### src/rtl/tx_payload_sequencer_pkg.sv
// Shared types and defaults for the TX payload sequencer.
// State encoding, width helper and default framing constants.
package tx_pkg;

  typedef enum logic [1:0] {
    IDLE,
    LOAD,
    STREAM,
    DRAIN
  } state_e;

  localparam int BPP_DEF              = 3;
  localparam int PAYLOAD_BYTES_DEF    = 1440;
  localparam int PIXELS_PER_FRAME_DEF = 57600;

  // Returns at least 1 so that it can size counters for tiny values.
  function automatic int clog2(input int v);
    int r;
    int x;
    r = 0;
    x = v - 1;
    while (x > 0) begin
      r++;
      x = x >> 1;
    end
    return (r < 1) ? 1 : r;
  endfunction

endpackage

### src/rtl/tx_payload_sequencer_if.sv
// Payload byte stream towards the UDP/MAC framer.
// Valid/ready handshake, one byte per transfer.
interface tx_payload_sequencer_if;

  logic       byte_valid;
  logic       byte_ready;
  logic [7:0] byte_data;

  modport master (
    output byte_valid,
    output byte_data,
    input  byte_ready
  );

  modport slave (
    input  byte_valid,
    input  byte_data,
    output byte_ready
  );

endinterface

### src/rtl/tx_payload_sequencer_skid_fifo.sv
// Small skid FIFO that absorbs VRAM reads still in flight
// when the byte stream stalls; exports its free-entry count.
module tx_skid_fifo
  import tx_pkg::*;
#(
  parameter int W     = 24,
  parameter int DEPTH = 4
) (
  input  logic                        clk,
  input  logic                        rst_n,
  input  logic                        push,
  input  logic [W-1:0]                din,
  input  logic                        pop,
  output logic [W-1:0]                dout,
  output logic                        empty,
  output logic [clog2(DEPTH+1)-1:0]   free
);

  localparam int PW = clog2(DEPTH);
  localparam int CW = clog2(DEPTH + 1);

  logic [W-1:0]  mem_q [DEPTH];
  logic [W-1:0]  mem_d [DEPTH];
  logic [PW-1:0] wp_q, wp_d;
  logic [PW-1:0] rp_q, rp_d;
  logic [CW-1:0] cnt_q, cnt_d;

  function automatic logic [PW-1:0] inc(input logic [PW-1:0] p);
    return (p == PW'(DEPTH - 1)) ? '0 : p + 1'b1;
  endfunction

  always_comb begin
    mem_d = mem_q;
    wp_d  = wp_q;
    rp_d  = rp_q;
    cnt_d = cnt_q;
    if (push) begin
      mem_d[wp_q] = din;
      wp_d        = inc(wp_q);
    end
    if (pop) rp_d = inc(rp_q);
    if (push && !pop) cnt_d = cnt_q + 1'b1;
    if (pop && !push) cnt_d = cnt_q - 1'b1;
  end

  always_ff @(posedge clk or negedge rst_n) begin
    if (!rst_n) begin
      for (int i = 0; i < DEPTH; i++) mem_q[i] <= '0;
      wp_q  <= '0;
      rp_q  <= '0;
      cnt_q <= '0;
    end else begin
      mem_q <= mem_d;
      wp_q  <= wp_d;
      rp_q  <= rp_d;
      cnt_q <= cnt_d;
    end
  end

  assign dout  = mem_q[rp_q];
  assign empty = (cnt_q == '0);
  assign free  = CW'(DEPTH) - cnt_q;

endmodule

### src/rtl/tx_payload_sequencer.sv
// Per-packet VRAM read sequencer and pixel-to-byte serialiser
// with a segment start table so redundant copies replay pixels.
module tx_payload_sequencer
  import tx_pkg::*;
#(
  parameter int BPP              = BPP_DEF,
  parameter int PIXELS_PER_FRAME = PIXELS_PER_FRAME_DEF,
  parameter int PAYLOAD_BYTES    = PAYLOAD_BYTES_DEF,
  parameter int SEG_MAX          = 128,
  parameter int ADDR_W           = 16,
  parameter int RAM_LAT          = 2
) (
  input  logic                  clk125MHz,
  input  logic                  rst_n,
  input  logic                  pkt_start,
  input  logic [7:0]            txid,
  input  logic [15:0]           segment_num,
  input  logic [7:0]            redundancy,
  input  logic [15:0]           segment_num_max,
  output logic [ADDR_W-1:0]     vram_addr,
  input  logic [8*BPP-1:0]      vram_data,
  tx_payload_sequencer_if.master bs,
  output logic                  busy,
  output logic                  pkt_done,
  output logic [ADDR_W-1:0]     startaddr,
  output logic                  oneframe_done,
  output logic                  err_seg
);

  if (PAYLOAD_BYTES % BPP != 0) begin : g_bad_payload
    $error("PAYLOAD_BYTES must be a multiple of BPP");
  end

  localparam int NPIX  = PAYLOAD_BYTES / BPP;
  localparam int CNT_W = clog2(NPIX + 1);
  localparam int SEG_W = clog2(SEG_MAX);
  localparam int DEPTH = RAM_LAT + 2;
  localparam int FW    = clog2(DEPTH + 1);
  localparam int BW    = clog2(BPP);
  localparam logic [ADDR_W-1:0] LAST_PIX = ADDR_W'(PIXELS_PER_FRAME - 1);

  state_e              state_q, state_d;
  logic [7:0]          txid_q, txid_d;
  logic [15:0]         seg_q, seg_d;
  logic [ADDR_W-1:0]   addr_q, addr_d;
  logic [ADDR_W-1:0]   start_q, start_d;
  logic [CNT_W-1:0]    rd_cnt_q, rd_cnt_d;
  logic [ADDR_W-1:0]   fp_q, fp_d;
  logic                fwrap_q, fwrap_d;
  logic                pwrap_q, pwrap_d;
  logic [SEG_MAX-1:0]  valid_q, valid_d;
  logic                err_q, err_d;
  logic [RAM_LAT-1:0]  pipe_q, pipe_d;
  logic [BW-1:0]       bidx_q, bidx_d;
  logic [ADDR_W-1:0]   tbl_q [SEG_MAX];

  logic                tbl_we, rd_en, hs, last, done, frame_end, replay;
  logic                fifo_pop, fifo_empty;
  logic [8*BPP-1:0]    fifo_dout;
  logic [FW-1:0]       fifo_free;
  logic [ADDR_W-1:0]   base;
  logic [ADDR_W:0]     fp_sum;
  logic [SEG_W-1:0]    seg_in, seg_idx;
  logic                seg_oob;

  assign seg_in  = segment_num[SEG_W-1:0];
  assign seg_idx = seg_q[SEG_W-1:0];
  assign seg_oob = int'(segment_num) >= SEG_MAX;
  assign replay  = txid_q > 8'd1;

  // A read may issue only if the FIFO can absorb it plus all in flight.
  assign rd_en    = (state_q == STREAM) && (fifo_free >= FW'(RAM_LAT + 1));
  assign pipe_d   = (pipe_q << 1) | RAM_LAT'(rd_en);
  assign hs       = bs.byte_valid && bs.byte_ready;
  assign fifo_pop = hs && (bidx_q == BW'(BPP - 1));
  assign bidx_d   = !hs ? bidx_q : (fifo_pop ? '0 : bidx_q + 1'b1);

  // Last byte: no reads left or in flight, one word left, its final byte.
  assign last = (state_q == DRAIN) && (pipe_q == '0) &&
                (fifo_free == FW'(DEPTH - 1)) &&
                (bidx_q == BW'(BPP - 1));
  assign done = hs && last;
  assign frame_end = done &&
    ((redundancy == 8'd1 && pwrap_q) ||
     (fwrap_q && txid_q >= redundancy &&
      seg_q == segment_num_max - 16'd1));

  always_comb begin
    state_d  = state_q;
    txid_d   = txid_q;
    seg_d    = seg_q;
    addr_d   = addr_q;
    start_d  = start_q;
    rd_cnt_d = rd_cnt_q;
    fp_d     = fp_q;
    fwrap_d  = fwrap_q;
    pwrap_d  = pwrap_q;
    valid_d  = valid_q;
    err_d    = 1'b0;
    tbl_we   = 1'b0;
    base     = fp_q;
    fp_sum   = {1'b0, fp_q} + (ADDR_W + 1)'(NPIX);
    if (fp_sum >= (ADDR_W + 1)'(PIXELS_PER_FRAME))
      fp_sum = fp_sum - (ADDR_W + 1)'(PIXELS_PER_FRAME);
    unique case (state_q)
      IDLE: if (pkt_start) begin
        if (seg_oob || (txid > 8'd1 && !valid_q[seg_in])) begin
          err_d = 1'b1;
        end else begin
          txid_d  = txid;
          seg_d   = segment_num;
          state_d = LOAD;
        end
      end
      LOAD: begin
        if (replay) begin
          base = tbl_q[seg_idx];
        end else begin
          tbl_we           = 1'b1;
          valid_d[seg_idx] = 1'b1;
        end
        start_d  = base;
        addr_d   = base;
        rd_cnt_d = '0;
        pwrap_d  = 1'b0;
        state_d  = STREAM;
      end
      STREAM: if (rd_en) begin
        addr_d = (addr_q == LAST_PIX) ? '0 : addr_q + 1'b1;
        if (addr_q == LAST_PIX) begin
          pwrap_d = 1'b1;
          if (!replay) fwrap_d = 1'b1;
        end
        rd_cnt_d = rd_cnt_q + 1'b1;
        if (rd_cnt_q == CNT_W'(NPIX - 1)) state_d = DRAIN;
      end
      DRAIN: if (done) begin
        state_d = IDLE;
        if (!replay) fp_d = fp_sum[ADDR_W-1:0];
        if (frame_end) begin
          fp_d    = '0;
          fwrap_d = 1'b0;
          valid_d = '0;
        end
      end
      default: state_d = IDLE;
    endcase
  end

  always_ff @(posedge clk125MHz or negedge rst_n) begin
    if (!rst_n) begin
      state_q  <= IDLE;
      txid_q   <= '0;
      seg_q    <= '0;
      addr_q   <= '0;
      start_q  <= '0;
      rd_cnt_q <= '0;
      fp_q     <= '0;
      fwrap_q  <= 1'b0;
      pwrap_q  <= 1'b0;
      valid_q  <= '0;
      err_q    <= 1'b0;
      pipe_q   <= '0;
      bidx_q   <= '0;
    end else begin
      state_q  <= state_d;
      txid_q   <= txid_d;
      seg_q    <= seg_d;
      addr_q   <= addr_d;
      start_q  <= start_d;
      rd_cnt_q <= rd_cnt_d;
      fp_q     <= fp_d;
      fwrap_q  <= fwrap_d;
      pwrap_q  <= pwrap_d;
      valid_q  <= valid_d;
      err_q    <= err_d;
      pipe_q   <= pipe_d;
      bidx_q   <= bidx_d;
    end
  end

  always_ff @(posedge clk125MHz) begin
    if (tbl_we) tbl_q[seg_idx] <= fp_q;
  end

  tx_skid_fifo #(
    .W     (8 * BPP),
    .DEPTH (DEPTH)
  ) u_fifo (
    .clk   (clk125MHz),
    .rst_n (rst_n),
    .push  (pipe_q[RAM_LAT-1]),
    .din   (vram_data),
    .pop   (fifo_pop),
    .dout  (fifo_dout),
    .empty (fifo_empty),
    .free  (fifo_free)
  );

  assign bs.byte_valid = !fifo_empty;
  assign bs.byte_data  =
    8'(fifo_dout >> (8 * (BPP - 1 - int'(bidx_q))));

  assign vram_addr     = addr_q;
  assign startaddr     = start_q;
  assign busy          = (state_q != IDLE);
  assign pkt_done      = done;
  assign oneframe_done = frame_end;
  assign err_seg       = err_q;

endmodule

### src/flat_wrapper.sv
// flat-port wrapper written by rule: the top's interface ports become plain ports
module tx_payload_sequencer_flat import tx_pkg::*;
#(
  parameter int BPP              = BPP_DEF,
  parameter int PIXELS_PER_FRAME = PIXELS_PER_FRAME_DEF,
  parameter int PAYLOAD_BYTES    = PAYLOAD_BYTES_DEF,
  parameter int SEG_MAX          = 128,
  parameter int ADDR_W           = 16,
  parameter int RAM_LAT          = 2
)
  (clk125MHz, rst_n, pkt_start, txid, segment_num, redundancy, segment_num_max, vram_addr, vram_data, busy, pkt_done, startaddr, oneframe_done, err_seg, bs_byte_valid, bs_byte_data, bs_byte_ready);
  tx_payload_sequencer_if bs_i ();
  input  logic clk125MHz;
  input  logic rst_n;
  input  logic pkt_start;
  input  logic [7:0] txid;
  input  logic [15:0] segment_num;
  input  logic [7:0] redundancy;
  input  logic [15:0] segment_num_max;
  output logic [ADDR_W-1:0] vram_addr;
  input  logic [8*BPP-1:0] vram_data;
  output logic busy;
  output logic pkt_done;
  output logic [ADDR_W-1:0] startaddr;
  output logic oneframe_done;
  output logic err_seg;
  output wire logic [$bits(bs_i.byte_valid)-1:0] bs_byte_valid;
  output wire logic [$bits(bs_i.byte_data)-1:0] bs_byte_data;
  input wire logic [$bits(bs_i.byte_ready)-1:0] bs_byte_ready;
  assign bs_byte_valid = bs_i.byte_valid;
  assign bs_byte_data = bs_i.byte_data;
  assign bs_i.byte_ready = bs_byte_ready;
  tx_payload_sequencer #(.BPP(BPP), .PIXELS_PER_FRAME(PIXELS_PER_FRAME), .PAYLOAD_BYTES(PAYLOAD_BYTES), .SEG_MAX(SEG_MAX), .ADDR_W(ADDR_W), .RAM_LAT(RAM_LAT)) u_core (.clk125MHz(clk125MHz), .rst_n(rst_n), .pkt_start(pkt_start), .txid(txid), .segment_num(segment_num), .redundancy(redundancy), .segment_num_max(segment_num_max), .vram_addr(vram_addr), .vram_data(vram_data), .bs(bs_i), .busy(busy), .pkt_done(pkt_done), .startaddr(startaddr), .oneframe_done(oneframe_done), .err_seg(err_seg));
endmodule
### config.mk
export PLATFORM = sky130hd
export DESIGN_NAME = tx_payload_sequencer_flat
export DESIGN_NICKNAME = d
export VERILOG_FILES = /design/src/rtl/tx_payload_sequencer_pkg.sv /design/src/rtl/tx_payload_sequencer_if.sv /design/src/rtl/tx_payload_sequencer_skid_fifo.sv /design/src/rtl/tx_payload_sequencer.sv /design/src/flat_wrapper.sv
export SDC_FILE = /design/constraint.sdc
export NUM_CORES = 2
export LEC_CHECK = 0
export ABC_AREA = 1
export CAP_MARGIN = 20
export CORE_MARGIN = 2
export CORE_UTILIZATION = 50
export CTS_BUF_LIST = sky130_fd_sc_hd__clkbuf_8
export DETAILED_ROUTE_END_ITERATION = 10
export PLACE_DENSITY_LB_ADDON = 0.08
export SLEW_MARGIN = 20
export SYNTH_ARGS = -nofsm -noshare
export SYNTH_HDL_FRONTEND = slang
export SYNTH_SLANG_ARGS = --single-unit
### constraint.sdc
create_clock -name clk125MHz -period 6.5 [get_ports clk125MHz]
set_input_delay 0.65 -clock clk125MHz [delete_from_list [all_inputs] [get_ports clk125MHz]]
set_output_delay 0.65 -clock clk125MHz [all_outputs]
set_load 0.1 [all_outputs]
==> flow_metrics.py <==
metrics = {
    "timing": {
        "setup_viol_count_final": 0,
        "slew_violations": 0,
        "hold_violations": 0,
        "clock_skew_ns": 0.0564,
        "rsz0062_at_grt": "no",
        "holdWs_ns": 0.160,
        "post-route-period-util_pct": 83.2,
        "relSlewSlack_pct": 20.3,
        "period_minus_slack_ns": 5.41,
        "tightest_slew_ns": 1.19,
        "fmax_ghz": 0.185,
        "setup_tns_ns": 0,
    },
    "global_routing": {
        "grt_pass1_vias": 47500,
        "grtUsageTotal_pct": 30.3,
        "grt-ovfl-total": 0,
        "grt_max_degree": 130,
        "antenna_found_initial": 8,
        "grt_pass1_wl_mm": 323,
    },
    "placement": {
        "place.gp.congestion": 0.890,
        "hpwlAfterDp_mm": 129,
        "io_buffers": 115,
    },
    "drt": {
        "viasPerCell": 5.75,
        "vias": 49900,
        "wire_per_inst_um": 25.5,
        "drt_first_pass_iters": 6,
        "first_iter_violations": 5666,
        "ant_nets": 0,
        "finalWirelength_mm": 222,
        "drc": 0,
    },
    "critical_path": {
        "crit_start": "u_core.bidx_q[0]",
        "end_kind": "primary output",
        "rr_startpoint": "u_core.seg_q[1]",
        "worstSetupPathType": "register to primary output",
        "ff2ff_setup_slack_ns": 1.83,
        "cp.required_ns": 5.85,
        "cp-start-kind": "register",
        "worstPathArrival_ns": 4.76,
        "cp_max_fo": 18,
    },
    "clock_network": {
        "cts_hold_buffers": 1,
        "cts_tree": "yes",
        "clk_pin_slew_ns": 0.06,
        "post_cts_resized": 0,
        "cts-root-buf": "clkbuf_8",
        "cts-htree-levels": 5,
        "post_cts_buffers": 0,
        "clock-sinks": 1719,
        "clock_latency_ns": 1.01,
        "cts_buffers": 302,
        "clockBufferDepth": 4,
    },
    "synth": {
        "synth.distinct_cells": 52,
        "synth-simple-area-share_pct": 17.2,
        "seq_area_frac_synth_pct": 70.5,
        "async_flop_share_pct": 18.1,
        "synth-edff-count": 1408,
        "synthAdderAreaFrac_pct": 0.557,
        "synth_seq_cells": 1719,
        "synth_compound_gate_area_share_pct": 6.84,
        "synthCells": 6262,
        "synth_top_family_by_area": "simple AND/OR/NAND/NOR gates",
        "muxShareOfSynthArea_pct": 0.157,
        "syn_avg_cell_area_sq_um": 11.3,
        "synth-xor-area-share_pct": 0.419,
        "synth_area_sq_um": 71000,
        "synth-main-ff-cell": "edfxtp_1",
        "synth.yosys.warnings": 0,
    },
    "layout": {
        "fillers": 12100,
        "area_growth_pct": 12.8,
        "nNetsFinal": 6681,
        "layout-drive-gt1-share_pct": 9.62,
    },
    "pwr": {
        "ir_worst_vdd_uv": 1280,
        "switching_power_mw": 7.39,
        "seqPwrFrac_pct": 50.0,
        "power_frac_clock_pct": 35.2,
        "power.leakage_nw": 29.8,
        "p_int_mw": 17.6,
        "power_density_nw_per_um2": 312,
        "swShare_pct": 29.6,
        "pwr-share-comb_pct": 14.8,
    },
    "floorplanning": {
        "num_rows": 138,
        "core_sq_um": 141000,
        "boundaryPins": 121,
        "dieHeight_um": 381,
        "start_util_pct": 50.3,
        "die_area_sq_um": 145000,
        "fp.dieW_um": 381,
    },
    "run_status": {
        "status": "completed",
    },
    "hold_path": {
        "hold_path.class": "input pin to asynchronous set/reset pin",
    },
    "job": {
        "maxCapViolCount": 0,
    },
}
[worst paths after layout]
check	endpoint	cells past startpoint
max	bs_byte_data[4]	7
min	u_core.u_fifo.mem_q[22]	2
max reg2reg	u_core.vram_addr[7]	11
min reg2reg	u_core.pipe_q[1]	0
max in group asynchronous	u_core.fp_q[5]	3
min in group clk125MHz	u_core.txid_q[5]	3
[logic make-up after synthesis]
logic type | Yosys count
AND/OR/NAND/NOR | 2962
adder cells (fa/ha/maj) | 31
buffers and inverters | 704
XOR/XNOR | 34
other | 1
flip-flops | 1719
AO/OA/AOI/OAI | 800
multiplexers | 11
[registers in the layout, summed over array words and instances, names as in the netlist, 9 cells and up]
signal,flops
u_core.vram_addr,16
u_core.tbl_q,1408
u_core.fp_q,11
u_core.u_fifo.mem_q,96
u_core.rd_cnt_q,9
u_core.seg_q,16
u_core.startaddr,11
u_core.valid_q,128
[metal layers]
metal	vias to the layer above	wire, um	GRT usage [%]
met2	2351	101000	46.9
met1	24600	91400	42.1
met3	490	18900	5.35
met5	-	21	0
li1	22500	-	-
met4	4	9960	13.6
[per-stage QoR]
stage	area [sq um]	utilization, %	setup slack [ns]	std cells	power [mW]
floorplan	71000	-	2.46	6266	15.3
global placement	74800	53.0	1.84	8155	16.3
detailed placement	74900	53.0	1.78	8157	16.4
finish	80100	56.7	1.09	8683	25.0
global route	80100	56.7	0.757	8680	25.9
CTS	80100	56.7	1.02	8676	25.1
[cell type report]
| class | instances | area [sq um] | share of cell area [%] |
|---|---|---|---|
| clock buffers | 316 | 4350 | 5.43 |
| inverters | 367 | 1440 | 1.79 |
| multi-input cells | 3843 | 18000 | 22.5 |
| well taps | 1890 | 2360 | 2.95 |
| repair buffers | 341 | 2990 | 3.74 |
| flip-flops and latches | 1719 | 50100 | 62.5 |
| diodes | 5 | 12.5 | 0.0156 |
| clock inverters | 202 | 818 | 1.02 |
[worst max-delay path, stage by stage (launching register included)]
cell             delay (ns)
dfrtp_1                0.78
inv_1                  0.24
ha_1                   0.34
clkinv_1               0.29
nor2_1                 0.54
nand2_1                0.11
a21oi_1                0.27
clkdlybuf4s50_1        1.19
[synth_stat cells (all sizes together) (12+ instances only)]
cell	count	area [sq um]
nand2	2003	7520
edfxtp	1408	42300
nand3	392	1990
inv	366	1370
nor2	329	1250
dfrtp	311	7780
o21ai	288	1440
a21oi	221	1110
buf	195	1120
nand4	185	1160
a22oi	155	1160
clkbuf	142	533
ha	30	375
a22o	29	254
o2111ai	28	245
xor2	24	210
a221oi	16	140
nor3	16	80.1
o32ai	14	123
and3	12	75.1
[cells in the final DEF (no fill, tap or decap), types with 112 or more instances in the layout]
cell,n
inv_1,464
nand3_1,387
nand4_1,185
clkdlybuf4s50_1,112
o21ai_0,281
dfrtp_1,300
buf_4,213
edfxtp_1,1408
nand2_1,1998
a22oi_1,155
nor2_1,298
clkbuf_8,316
a21oi_1,221
[power by group through the flow]
stage	Sequential, mW	Combinational, mW	Clock [mW]
2_1_floorplan	13.0	2.29	0
3_3_place_gp	12.7	3.65	0
3_5_place_dp	12.7	3.68	0
4_1_cts	12.5	3.69	8.93
5_1_grt	12.5	3.97	9.38
6_report	12.5	3.70	8.79
Note: power is estimated with default switching activity, not from simulation.
